## src/rtl/io_bus_responder.sv

```systemverilog
// IO-bus responder: one-hot word decode for a 6-bit LED register, a UART TX data port
// backed by a circular FIFO, and a UART status word; queued bytes go out as 8N1 frames.
module io_bus_responder #(
  parameter int CLK_FREQ_HZ = 10000000,
  parameter int BAUD_RATE   = 1000000,
  parameter int FIFO_DEPTH  = 8
) (
  input  logic        clk,
  input  logic        resetn,
  input  logic [31:0] IO_mem_addr,
  input  logic [31:0] IO_mem_wdata,
  input  logic        IO_mem_wr,
  output logic [31:0] IO_mem_rdata,
  output logic [5:0]  LEDS,
  output logic        UART_TX
);

  localparam int DIV = CLK_FREQ_HZ / BAUD_RATE;
  localparam int CW  = $clog2(DIV);
  localparam int PW  = $clog2(FIFO_DEPTH);
  localparam logic [CW-1:0] BIT_LAST = CW'(DIV - 1);
  localparam logic [4:0]    DEPTH5   = 5'(FIFO_DEPTH);

  typedef enum logic [1:0] {IDLE, START, DATA, STOP} txState_e;

  logic          selLeds, selData, selStat;
  logic [5:0]    ledsQ, ledsD;
  logic          ovfQ, ovfD;
  logic [4:0]    countQ, countD;
  logic [PW-1:0] wrPtrQ, rdPtrQ;
  logic [7:0]    fifoMem [FIFO_DEPTH];
  txState_e      stateQ, stateD;
  logic [CW-1:0] bitCntQ, bitCntD;
  logic [2:0]    bitIdxQ, bitIdxD;
  logic [7:0]    shiftQ, shiftD;
  logic          txQ, txD;
  logic          push, pop, full, empty, accept, drop, bitDone;
  logic [31:0]   status;
  logic          unusedBits;

  // Only word-address bits 0..2 take part in decode; everything else is ignored.
  assign selLeds    = IO_mem_addr[2];
  assign selData    = IO_mem_addr[3];
  assign selStat    = IO_mem_addr[4];
  assign unusedBits = ^{IO_mem_addr[31:5], IO_mem_addr[1:0], IO_mem_wdata[31:8]};

  assign full    = (countQ == DEPTH5);
  assign empty   = (countQ == 5'd0);
  assign push    = IO_mem_wr & selData;
  assign accept  = push & (~full | pop);
  assign drop    = push & full & ~pop;
  assign bitDone = (bitCntQ == '0);

  always_comb begin
    ledsD = ledsQ;
    if (IO_mem_wr && selLeds) ledsD = IO_mem_wdata[5:0];
    ovfD = ovfQ;
    if (IO_mem_wr && selStat) ovfD = 1'b0;
    if (drop) ovfD = 1'b1;
    countD = countQ;
    case ({accept, pop})
      2'b10:   countD = countQ + 5'd1;
      2'b01:   countD = countQ - 5'd1;
      default: countD = countQ;
    endcase
  end

  always_comb begin
    stateD  = stateQ;
    bitCntD = bitCntQ;
    bitIdxD = bitIdxQ;
    shiftD  = shiftQ;
    pop     = 1'b0;
    case (stateQ)
      IDLE: begin
        if (!empty) begin
          pop     = 1'b1;
          stateD  = START;
          bitCntD = BIT_LAST;
          shiftD  = fifoMem[rdPtrQ];
        end
      end
      START: begin
        if (bitDone) begin
          stateD  = DATA;
          bitCntD = BIT_LAST;
          bitIdxD = 3'd0;
        end else begin
          bitCntD = bitCntQ - 1'b1;
        end
      end
      DATA: begin
        if (bitDone) begin
          bitCntD = BIT_LAST;
          if (bitIdxQ == 3'd7) begin
            stateD = STOP;
          end else begin
            shiftD  = shiftQ >> 1;
            bitIdxD = bitIdxQ + 3'd1;
          end
        end else begin
          bitCntD = bitCntQ - 1'b1;
        end
      end
      STOP: begin
        // Chain straight into the next start bit so queued bytes leave with no idle gap.
        if (bitDone) begin
          if (!empty) begin
            pop     = 1'b1;
            stateD  = START;
            bitCntD = BIT_LAST;
            shiftD  = fifoMem[rdPtrQ];
          end else begin
            stateD = IDLE;
          end
        end else begin
          bitCntD = bitCntQ - 1'b1;
        end
      end
      default: stateD = IDLE;
    endcase
    case (stateD)
      START:   txD = 1'b0;
      DATA:    txD = shiftD[0];
      default: txD = 1'b1;
    endcase
  end

  always_ff @(posedge clk or negedge resetn) begin
    if (!resetn) begin
      ledsQ   <= '0;
      ovfQ    <= 1'b0;
      countQ  <= '0;
      wrPtrQ  <= '0;
      rdPtrQ  <= '0;
      stateQ  <= IDLE;
      bitCntQ <= '0;
      bitIdxQ <= '0;
      shiftQ  <= '0;
      txQ     <= 1'b1;
    end else begin
      ledsQ   <= ledsD;
      ovfQ    <= ovfD;
      countQ  <= countD;
      stateQ  <= stateD;
      bitCntQ <= bitCntD;
      bitIdxQ <= bitIdxD;
      shiftQ  <= shiftD;
      txQ     <= txD;
      if (accept) wrPtrQ <= wrPtrQ + 1'b1;
      if (pop)    rdPtrQ <= rdPtrQ + 1'b1;
    end
  end

  always_ff @(posedge clk) begin
    if (accept) fifoMem[wrPtrQ] <= IO_mem_wdata[7:0];
  end

  assign status = {21'b0, ovfQ, full, (stateQ != IDLE), 3'b0, countQ};

  always_comb begin
    IO_mem_rdata = '0;
    if (selLeds) IO_mem_rdata = IO_mem_rdata | {26'b0, ledsQ};
    if (selStat) IO_mem_rdata = IO_mem_rdata | status;
  end

  assign LEDS    = ledsQ;
  assign UART_TX = txQ;

endmodule

```

## config.mk

```make
export PLATFORM = sky130hd
export DESIGN_NAME = io_bus_responder
export DESIGN_NICKNAME = d
export VERILOG_FILES = /design/src/rtl/io_bus_responder.sv
export SDC_FILE = /design/constraint.sdc
export NUM_CORES = 1
export LEC_CHECK = 0
export ABC_AREA = 1
export CORE_MARGIN = 2
export CORE_UTILIZATION = 40
export DETAILED_ROUTE_END_ITERATION = 6
export PLACE_DENSITY = 0.74
export SYNTH_ARGS = -nofsm -noshare
export SYNTH_HDL_FRONTEND = slang
export SYNTH_SLANG_ARGS = --single-unit
```

## constraint.sdc

```tcl
create_clock -name clk -period 3.3 [get_ports clk]
set_input_delay 0.825 -clock clk [delete_from_list [all_inputs] [get_ports clk]]
set_output_delay 0.825 -clock clk [all_outputs]
set_load 0.05 [all_outputs]
```

==> results.rst <==
.. list-table::
   :header-rows: 1

   * - Metric
     - Value
   * - Area of combinational cells with multiple inputs
     - 0.00176 mm2
   * - Largest family of logic cells by synthesized area
     - simple AND/OR/NAND/NOR gates
   * - Total routed wirelength
     - 10100 um
   * - Share of cell area taken by muxes after synthesis
     - 0.0138
   * - DRC violation count after routing
     - 0
   * - Final hold violation count
     - 0
   * - Vias in the first global route
     - 3382
   * - FMAX
     - 352 MHz
   * - Number of antenna violations at the first check in global routing
     - 0
   * - Detail Route Antenna Nets
     - 0
   * - Top-level port count
     - 106
   * - Cells resized by post-CTS repair
     - 0
   * - Root Buffer
     - sky130_fd_sc_hd__clkbuf_16
   * - Yosys warning total
     - 0
   * - Most common library cell in the layout ignoring fill and taps
     - sky130_fd_sc_hd__nand2_1
   * - Layout cell share with drive strength beyond 1
     - 0.145
   * - Pwr dens
     - 571 mW/mm2
   * - Worst Min Path Start
     - shiftQ[0]
   * - Detailed-placement wirelength estimate
     - 6810 um
   * - Maximum number of pins on one net before global-route repair
     - 37
   * - Hold-fix buffer count after cts
     - 0
   * - Area grow syn2layout
     - 15.7%
   * - Storage cell area
     - 0.00282 mm2
   * - Type of the worst setup path
     - input port to output port
   * - Level count of the clock H-tree
     - 3
   * - Total routing usage reported by global routing
     - 0.162
   * - Reg-to-reg critical path endpoint
     - fifoMem[0][1]
   * - Simple-gate portion of the synthesized area
     - 0.168
   * - Hold worst-path end
     - shiftQ[0]
   * - Run status
     - finished, final reports clean
   * - Standard-cell row count
     - 40
   * - Core Region
     - 0.0120 mm2
   * - Count of nets after finishing
     - 594
   * - Area of the die
     - 0.0132 mm2
   * - Post-synth EDFFs
     - 64
   * - XOR/XNOR Fraction of Synth Area
     - 0.0107
   * - Adder-cell share of the synthesized area
     - 0.0332
   * - Critical-path cell list
     - clkdlybuf4s50_1, inv_1, o21ai_0, buf_12
   * - Static leakage power
     - 2.34 nW
   * - Remaining Overflow, GRT
     - 0
   * - Reg2reg start
     - stateQ[0]
   * - Library cells used by synthesis
     - 42
   * - First-pass GRT wire length
     - 16600 um
   * - Number of inserted filler cells in the final layout
     - 1075
   * - Sort of element at the end of the critical path
     - output port
   * - Worst hold path class
     - flop to flop
   * - Area of the mapped netlist
     - 0.00490 mm2
   * - Detailed-routing iteration count for the pre-antenna-repair pass
     - 5
   * - Max-cap violations
     - 0
   * - Delay-heaviest family, CP
     - buffers and inverters
   * - Slowest cell delay on critical path
     - 500 ps
   * - CTS tree
     - built
   * - Depth of the worst hold-timing path
     - 2
   * - Final clock skew
     - 8.82 ps
   * - Sequential-to-total area share from yosys stat
     - 0.576
   * - Number of synthesized register bits
     - 100
   * - Maximum fanout along the worst path
     - 7
   * - Most used cells in the layout excluding fill and tap cells
     - sky130_fd_sc_hd__nand2_1, sky130_fd_sc_hd__edfxtp_1, sky130_fd_sc_hd__nor2_1
   * - Setup-violating endpoint count in the final report
     - 0
   * - Initial cell density of the core
     - 0.408
   * - Nature of the critical path startpoint
     - input port
   * - Placer Congestion
     - 0.845
   * - Clock tree sinks
     - 100
   * - Count of buffers from port buffering
     - 29
   * - Most used flip-flop cell after synthesis
     - sky130_fd_sc_hd__edfxtp_1
   * - Count of inserted antenna diode cells
     - 0
   * - Worst setup slack for register-to-register paths
     - 730 ps
   * - Height of the die
     - 115 um
   * - Die width
     - 115 um
   * - Worst slew margin relative to its limit
     - 0.377
   * - Clock-pin slew on the worst setup and hold paths
     - 70 ps
   * - Maximum resistive drop on vdd
     - 0.000430 V
   * - Crit path max-delay cell type
     - sky130_fd_sc_hd__clkdlybuf4s50_1
   * - Minimum hold slack
     - 502 ps
   * - Number of buffers added by the clock tree synthesis step
     - 9
   * - Number of buffers and inverters on the critical path
     - 3
   * - Post-layout minimum cycle time
     - 2840 ps
   * - Tightest Pin Transition
     - 933 ps
   * - Syn Inst Count
     - 477
   * - Via/cell ratio
     - 5.20
   * - Unrepaired setup endpoints after global routing
     - no
   * - Number of DRC markers after the initial detailed-route iteration
     - 183
   * - Portion of the clock cycle consumed by the worst path in the final layout
     - 0.860
   * - Clk buf depth
     - 2
   * - Required time of the critical path
     - 2470 ps
   * - Cells on worst reg2reg path
     - 11
   * - Total negative slack for setup checks
     - 0 ps
   * - Number of buffers inserted to repair setup after CTS
     - 0
   * - Synth async-reset ratio
     - 0.360
   * - Routed wire per std cell
     - 15.2 um
   * - Clock network latency to the later pin of the worst-skew pair
     - 340 ps
   * - Complex-gate fraction of the synthesized area
     - 0.117
   * - Synth Area per Inst
     - 10.3 um2
   * - Routed vias
     - 3464
   * - Number of max-slew violations in the final report
     - 0
   * - Critical path data arrival time
     - 2010 ps
-- sequential cells by signal, indices dropped and copies added (netlist names) --
register and cells:
shiftQ 8, ovfQ 1, bitIdxQ 3, UART_TX 1, fifoMem 64, stateQ 2
bitCntQ 4, rdPtrQ 3, LEDS 6, countQ 5, wrPtrQ 3
-- area by class of cell --
class,count,area share
Clock buffer,10,0.0441
Clock inverter,6,0.0108
Inverter,41,0.0276
Multi-Input combinational cell,322,0.311
Sequential cell,100,0.498
Tap cell,147,0.0324
Timing Repair Buffer,40,0.0763
-- Yosys cell counts, types with 3 or more instances --
cell type	number	area [um2]
sky130_fd_sc_hd__mux2_2	6	67.6
sky130_fd_sc_hd__buf_4	23	173
sky130_fd_sc_hd__edfxtp_1	64	1920
sky130_fd_sc_hd__o22ai_1	7	43.8
sky130_fd_sc_hd__inv_1	34	128
sky130_fd_sc_hd__o211ai_1	3	22.5
sky130_fd_sc_hd__xor2_1	5	43.8
sky130_fd_sc_hd__a21oi_1	5	25.0
sky130_fd_sc_hd__nand2_2	3	18.8
sky130_fd_sc_hd__nand2_4	3	33.8
sky130_fd_sc_hd__buf_2	5	25.0
sky130_fd_sc_hd__dfrtp_1	35	876
sky130_fd_sc_hd__ha_1	13	163
sky130_fd_sc_hd__nand3_1	24	120
sky130_fd_sc_hd__clkbuf_1	6	22.5
sky130_fd_sc_hd__o21ai_0	51	255
sky130_fd_sc_hd__nor2_1	52	195
sky130_fd_sc_hd__a32oi_1	5	43.8
sky130_fd_sc_hd__nand2_1	77	289
sky130_fd_sc_hd__inv_2	6	22.5
sky130_fd_sc_hd__o221ai_1	6	52.6
sky130_fd_sc_hd__o21ai_1	11	55.1
sky130_fd_sc_hd__nor2_2	8	50.1
-- cells by family (layout without fill, tap and decap cells) --
logic type,Yosys count,in the layout
AOI/OAI and AO/OA,97,97
xor gates and xnor gates,6,6
adders and majority gates,13,13
buffers and inverters,77,97
DFF,100,100
muxes,6,6
other,1,23
and+or+nand+nor,177,177
-- per-layer routing --
metal	track usage	part of all wire
met1	0.210	0.42
met2	0.278	0.51
met3	0.0238	0.063
met4	0.0594	0.013
met5	0	0
-- report_power, final --
part           leakage [nW]  internal [mW]  switching (mW)
Sequential             1.01           1.45          0.0763
Combinational          1.18          0.216           0.429
Clock                 0.150          0.577           0.491
Total                  2.34           2.24           0.997
-- per-stage QoR --
stage               std cells  utilization  worst slack [ps]  total power, mW  instance area [um2]
floorplan                 499            -               489             1.97                 4980
finish                    666        0.472               461             3.24                 5670
detailed placement        650        0.446               479             2.19                 5360
global placement          650        0.446               467             2.17                 5360
global route              666        0.472               412             3.38                 5670
CTS                       666        0.472               473             3.25                 5670
-- worst max path at each step --
stage	slack, ps	start	cells after the start	endpoint
after detailed placement	480	IO_mem_wr	7	fifoMem[0][2]
after floorplan	490	IO_mem_addr[4]	2	IO_mem_rdata[0]
final	460	IO_mem_addr[4]	4	IO_mem_rdata[2]
after global placement	470	IO_mem_wr	7	fifoMem[0][2]
after global routing	410	IO_mem_addr[4]	4	IO_mem_rdata[0]
after CTS	470	IO_mem_addr[4]	4	IO_mem_rdata[2]
-- tightest hold or removal path, stage by stage (launching register included) --
cell and delay [ps]:
sky130_fd_sc_hd__dfrtp_1 320, sky130_fd_sc_hd__nand2_1 50, sky130_fd_sc_hd__nand2_1 90
Note: power is estimated with default switching activity, not from simulation.
==> RTL change 1: new RTL, config.mk and constraints unchanged <==
Encoding of `txState_e`: now one-hot (4 bits for 4 states).
--- a/src/rtl/io_bus_responder.sv
+++ b/src/rtl/io_bus_responder.sv
@@ -22,5 +22,5 @@
   localparam logic [4:0]    DEPTH5   = 5'(FIFO_DEPTH);
 
-  typedef enum logic [1:0] {IDLE, START, DATA, STOP} txState_e;
+  typedef enum logic [3:0] {IDLE = 4'b0001, START = 4'b0010, DATA = 4'b0100, STOP = 4'b1000} txState_e;
 
   logic          selLeds, selData, selStat;
Function: no difference found for any inputs over 10 cycles, from zero or initial values and one cycle with resetn low; not proved beyond that.
==> RTL change 1 against the unedited design <==
Final cell count shrank 3.8%. Synthesized area shrank 1.6%. Wire length shrank 0.16%. First-iteration DRC count grew 51%. Sequential cell count grew 2. Hold slack lost 0.0094 ns. Sequential share of layout area grew 1.2 points. Setup slack lost 0.018 ns. Clock skew shrank 0.0043 ns. Cell area shrank 0.57%. Global-route usage grew 0.59 points.
Power is not compared: it rests on default switching activity, and its combinational part moved more than twofold at a synthesized area within 25%.
==> RTL change 1: results (changes against the unedited design) <==
metric,value,unit,change
outcome,"complete, no violations",,unchanged
hpwl,6.95,mm,was 6.81 mm
fin_crit,2.86,ns,was 2.84 ns
grt_max_degree,39,,was 37
route.met2.wl,5.21,mm,was 5.14 mm
synthTopCellsByCount,"nand2_1 (66), edfxtp_1 (64), nor2_1 (53)",,"was nand2_1 (77), edfxtp_1 (64), nor2_1 (52)"
ys_types,47,,was 42
dp.cells,625,,was 650
viasPerCell,5.26,,was 5.20
ff2ff_setup_slack,0.98,ns,was 0.73 ns
cp_max_fo,6,,was 7
synth_area_leaders,"edfxtp_1 (40%), dfrtp_1 (19%), nand2_1 (5.1%)",,"was edfxtp_1 (39%), dfrtp_1 (18%), nand2_1 (5.9%)"
drt_iter0_drc,277,,was 183
syn-instance-count,448,,was 477
worst_r2r_path_depth,12,,was 11
async_flop_share,37.3,%,was 36.0%
drtPass1Iterations,4,,was 5
slowest_delay,0.53,ns,was 0.50 ns
cp.arrival,2.03,ns,was 2.01 ns
seq_area_frac_synth,59.6,%,was 57.6%
drive_gt1_share,15.6,%,was 14.5%
whs_endpoint,shiftQ[5]$_DFFE_PN0P_,,was shiftQ[0]$_DFF_PN0_
wl_met3,500,um,was 640 um
slew-limit-headroom,42.8,%,was 37.7%
gp_congestion,0.833,,was 0.845
hold_slack,0.493,ns,was 0.502 ns
grt.met3_usage,3.51,%,was 2.38%
==> RTL change 1: power by group <==
part / total (mW) / leakage, nW / internal (mW) / switching, mW
Sequential: 1.78 / 1.04 / 1.60 / 0.182
Combinational: 1.98 / 1.13 / 0.677 / 1.30
Clock: 1.14 / 0.158 / 0.667 / 0.468
==> RTL change 1: kinds of logic after synthesis <==
logic type	count (synthesis)	share of synthesized area [%]
other cells	1	0.0778
xor+xnor	7	1.27
simple gates	170	17.5
flops	102	59.6
compound gates	80	10.1
buf+inv	74	7.94
fa+ha+maj	8	2.08
mux	6	1.40
==> RTL change 1: area by class of cell <==
| cell class | count | area [um2] |
|---|---|---|
| fillers | 1045 | 6270 |
| flip-flops and latches | 102 | 2880 |
| multi-input cells | 294 | 1650 |
| repair buffers | 41 | 453 |
| clock buffers | 9 | 225 |
| well taps | 147 | 184 |
| inverters | 41 | 161 |
| clock inverters | 7 | 95.1 |
==> RTL change 2: new RTL, same settings <==
Without the edit above. Change the parameter `CLK_FREQ_HZ` from 10000000 to 2500000.
--- a/src/rtl/io_bus_responder.sv
+++ b/src/rtl/io_bus_responder.sv
@@ -2,5 +2,5 @@
 // backed by a circular FIFO, and a UART status word; queued bytes go out as 8N1 frames.
 module io_bus_responder #(
-  parameter int CLK_FREQ_HZ = 10000000,
+  parameter int CLK_FREQ_HZ = 2500000,
   parameter int BAUD_RATE   = 1000000,
   parameter int FIFO_DEPTH  = 8
Check against the original RTL: not equivalent (Yosys sat finds a counterexample within 10 cycles, from zero or initial values and one cycle with resetn low).
==> RTL change 2 against the unedited design <==
Hold slack better by 0.0027 ns. Cell area fell by 4.5%. Clock skew shrank 0.0026 ns. Synthesized cell count is 6.1% lower. Setup slack worse by 0.031 ns. Die area is 5.1% lower. Critical path depth did not move. Via count down 5.5%. Synthesized area fell by 5.2%. Wire length down 3.3%. Sequential cell count fell by 3. Critical endpoint is now IO_mem_rdata[3]. Highest routed layer unchanged.
Power is not compared: it rests on default switching activity, and its combinational part moved more than twofold at a synthesized area within 25%.
==> RTL change 2: results (changes against the unedited design) <==
metric,value,unit,change
grt_first_pass_wirelength,16.0,mm,was 16.6 mm
clock_skew,0.00623,ns,was 0.00882 ns
fin_nets,566,,was 594
top_register,fifoMem,,unchanged
grt.met3_usage,2.99,%,was 2.38%
dp_slack,0.432,ns,was 0.479 ns
cp_max_fo,6,,was 7
slew-limit-headroom,62.6,%,was 37.7%
clockBufferDepth,2,,unchanged
synth_xor_area_share,1.32,%,was 1.07%
p_leak,2.20,nW,
viasPerCell,5.15,,was 5.20
route.met2.wl,4.99,mm,was 5.14 mm
grt_use_total,16.2,%,about the same
outcome,"complete, no violations",,unchanged
hold_path.class,reg -> reg,,unchanged
cts_root_buffer,clkbuf_16,,unchanged
cp.arrival,2.04,ns,was 2.01 ns
seq_area_frac_synth,59.2,%,was 57.6%
synth_fa_ha_area_share,2.96,%,was 3.32%
first_global_vias,3280,,was 3382
synth_warnings,0,,unchanged
synth_area_leaders,"edfxtp_1 (41%), dfrtp_1 (17%), nand2_1 (6.0%)",,"was edfxtp_1 (39%), dfrtp_1 (18%), nand2_1 (5.9%)"
cts_buffers,9,,unchanged
ys_types,40,,was 42
hpwl,6.78,mm,was 6.81 mm
async_flop_share,34.0,%,was 36.0%
slowest_delay,0.54,ns,was 0.50 ns
synth_compound_area_share,11.0,%,was 11.7%
grtUsageMet2,27.4,%,was 27.8%
drt_iter0_drc,306,,was 183
numPortBuffers,29,,unchanged
wl_met3,520,um,was 640 um
wl_per_cell,15.4,um,was 15.2 um
drt-met1-wl,4.06,mm,was 4.20 mm
grt_max_degree,34,,was 37
synthTopCellsByCount,"nand2_1 (74), edfxtp_1 (64), nor2_1 (54)",,"was nand2_1 (77), edfxtp_1 (64), nor2_1 (52)"
power.internal,2.77,mW,
synthMuxAreaShare,1.45,%,was 1.38%
grt_util_met1,20.1,%,was 21.0%
drive_gt1_share,13.8,%,was 14.5%
gp_congestion,0.817,,was 0.845
-- RTL change 2: cell types whose count changed after synthesis, sizes merged, moves of 3 or more --
cell / before / now
a21oi: 5 / 10
a32oi: 5 / 0
buf: 29 / 26
dfrtp: 35 / 32
nand2: 83 / 80
nand3: 27 / 17
nand4: 4 / 1
nor3: 0 / 4
o211ai: 3 / 9
o21ai: 64 / 51
-- RTL change 2: area by class of cell --
class	instances	area, um2
clock buffer	11	243
inverter	40	155
timing repair buffer	40	450
sequential	97	2750
clock inverter	5	31.3
multi-input combinational	300	1610
fill	992	5950
tap	143	179
-- RTL change 2: through the flow --
step | std cells | total power [mW] | util (%) | area, um2 | hold slack [ns]
floorplan | 470 | 3.22 | - | 4730 | 0.453
global placement | 620 | 3.72 | 45.3 | 5140 | 0.477
detailed placement | 620 | 3.81 | 45.3 | 5140 | 0.493
CTS | 636 | 4.77 | 47.7 | 5420 | 0.511
global route | 636 | 5.08 | 47.7 | 5420 | 0.545
finish | 636 | 4.76 | 47.7 | 5420 | 0.505
-- RTL change 2: final timing paths --
path,startpoint,endpoint,slack [ns],cells after the start
max,IO_mem_addr[4],IO_mem_rdata[3],0.43,4
min,ovfQ$_DFFE_PN0P_,ovfQ$_DFFE_PN0P_,0.50,2
max reg2reg,stateQ[1]$_DFF_PN0_,fifoMem[4][4]$_DFFE_PP_,0.72,11
min reg2reg,ovfQ$_DFFE_PN0P_,ovfQ$_DFFE_PN0P_,0.50,2
max in group asynchronous,resetn,UART_TX$_DFF_PN1_,2.07,2
min in group asynchronous,resetn,bitIdxQ[2]$_DFFE_PN0P_,0.90,2
-- RTL change 2: worst min-delay path, cell delays in order (launching register included) --
cell and delay, ns:
dfrtp_1 0.36, nand2_1 0.05, o21ai_0 0.06
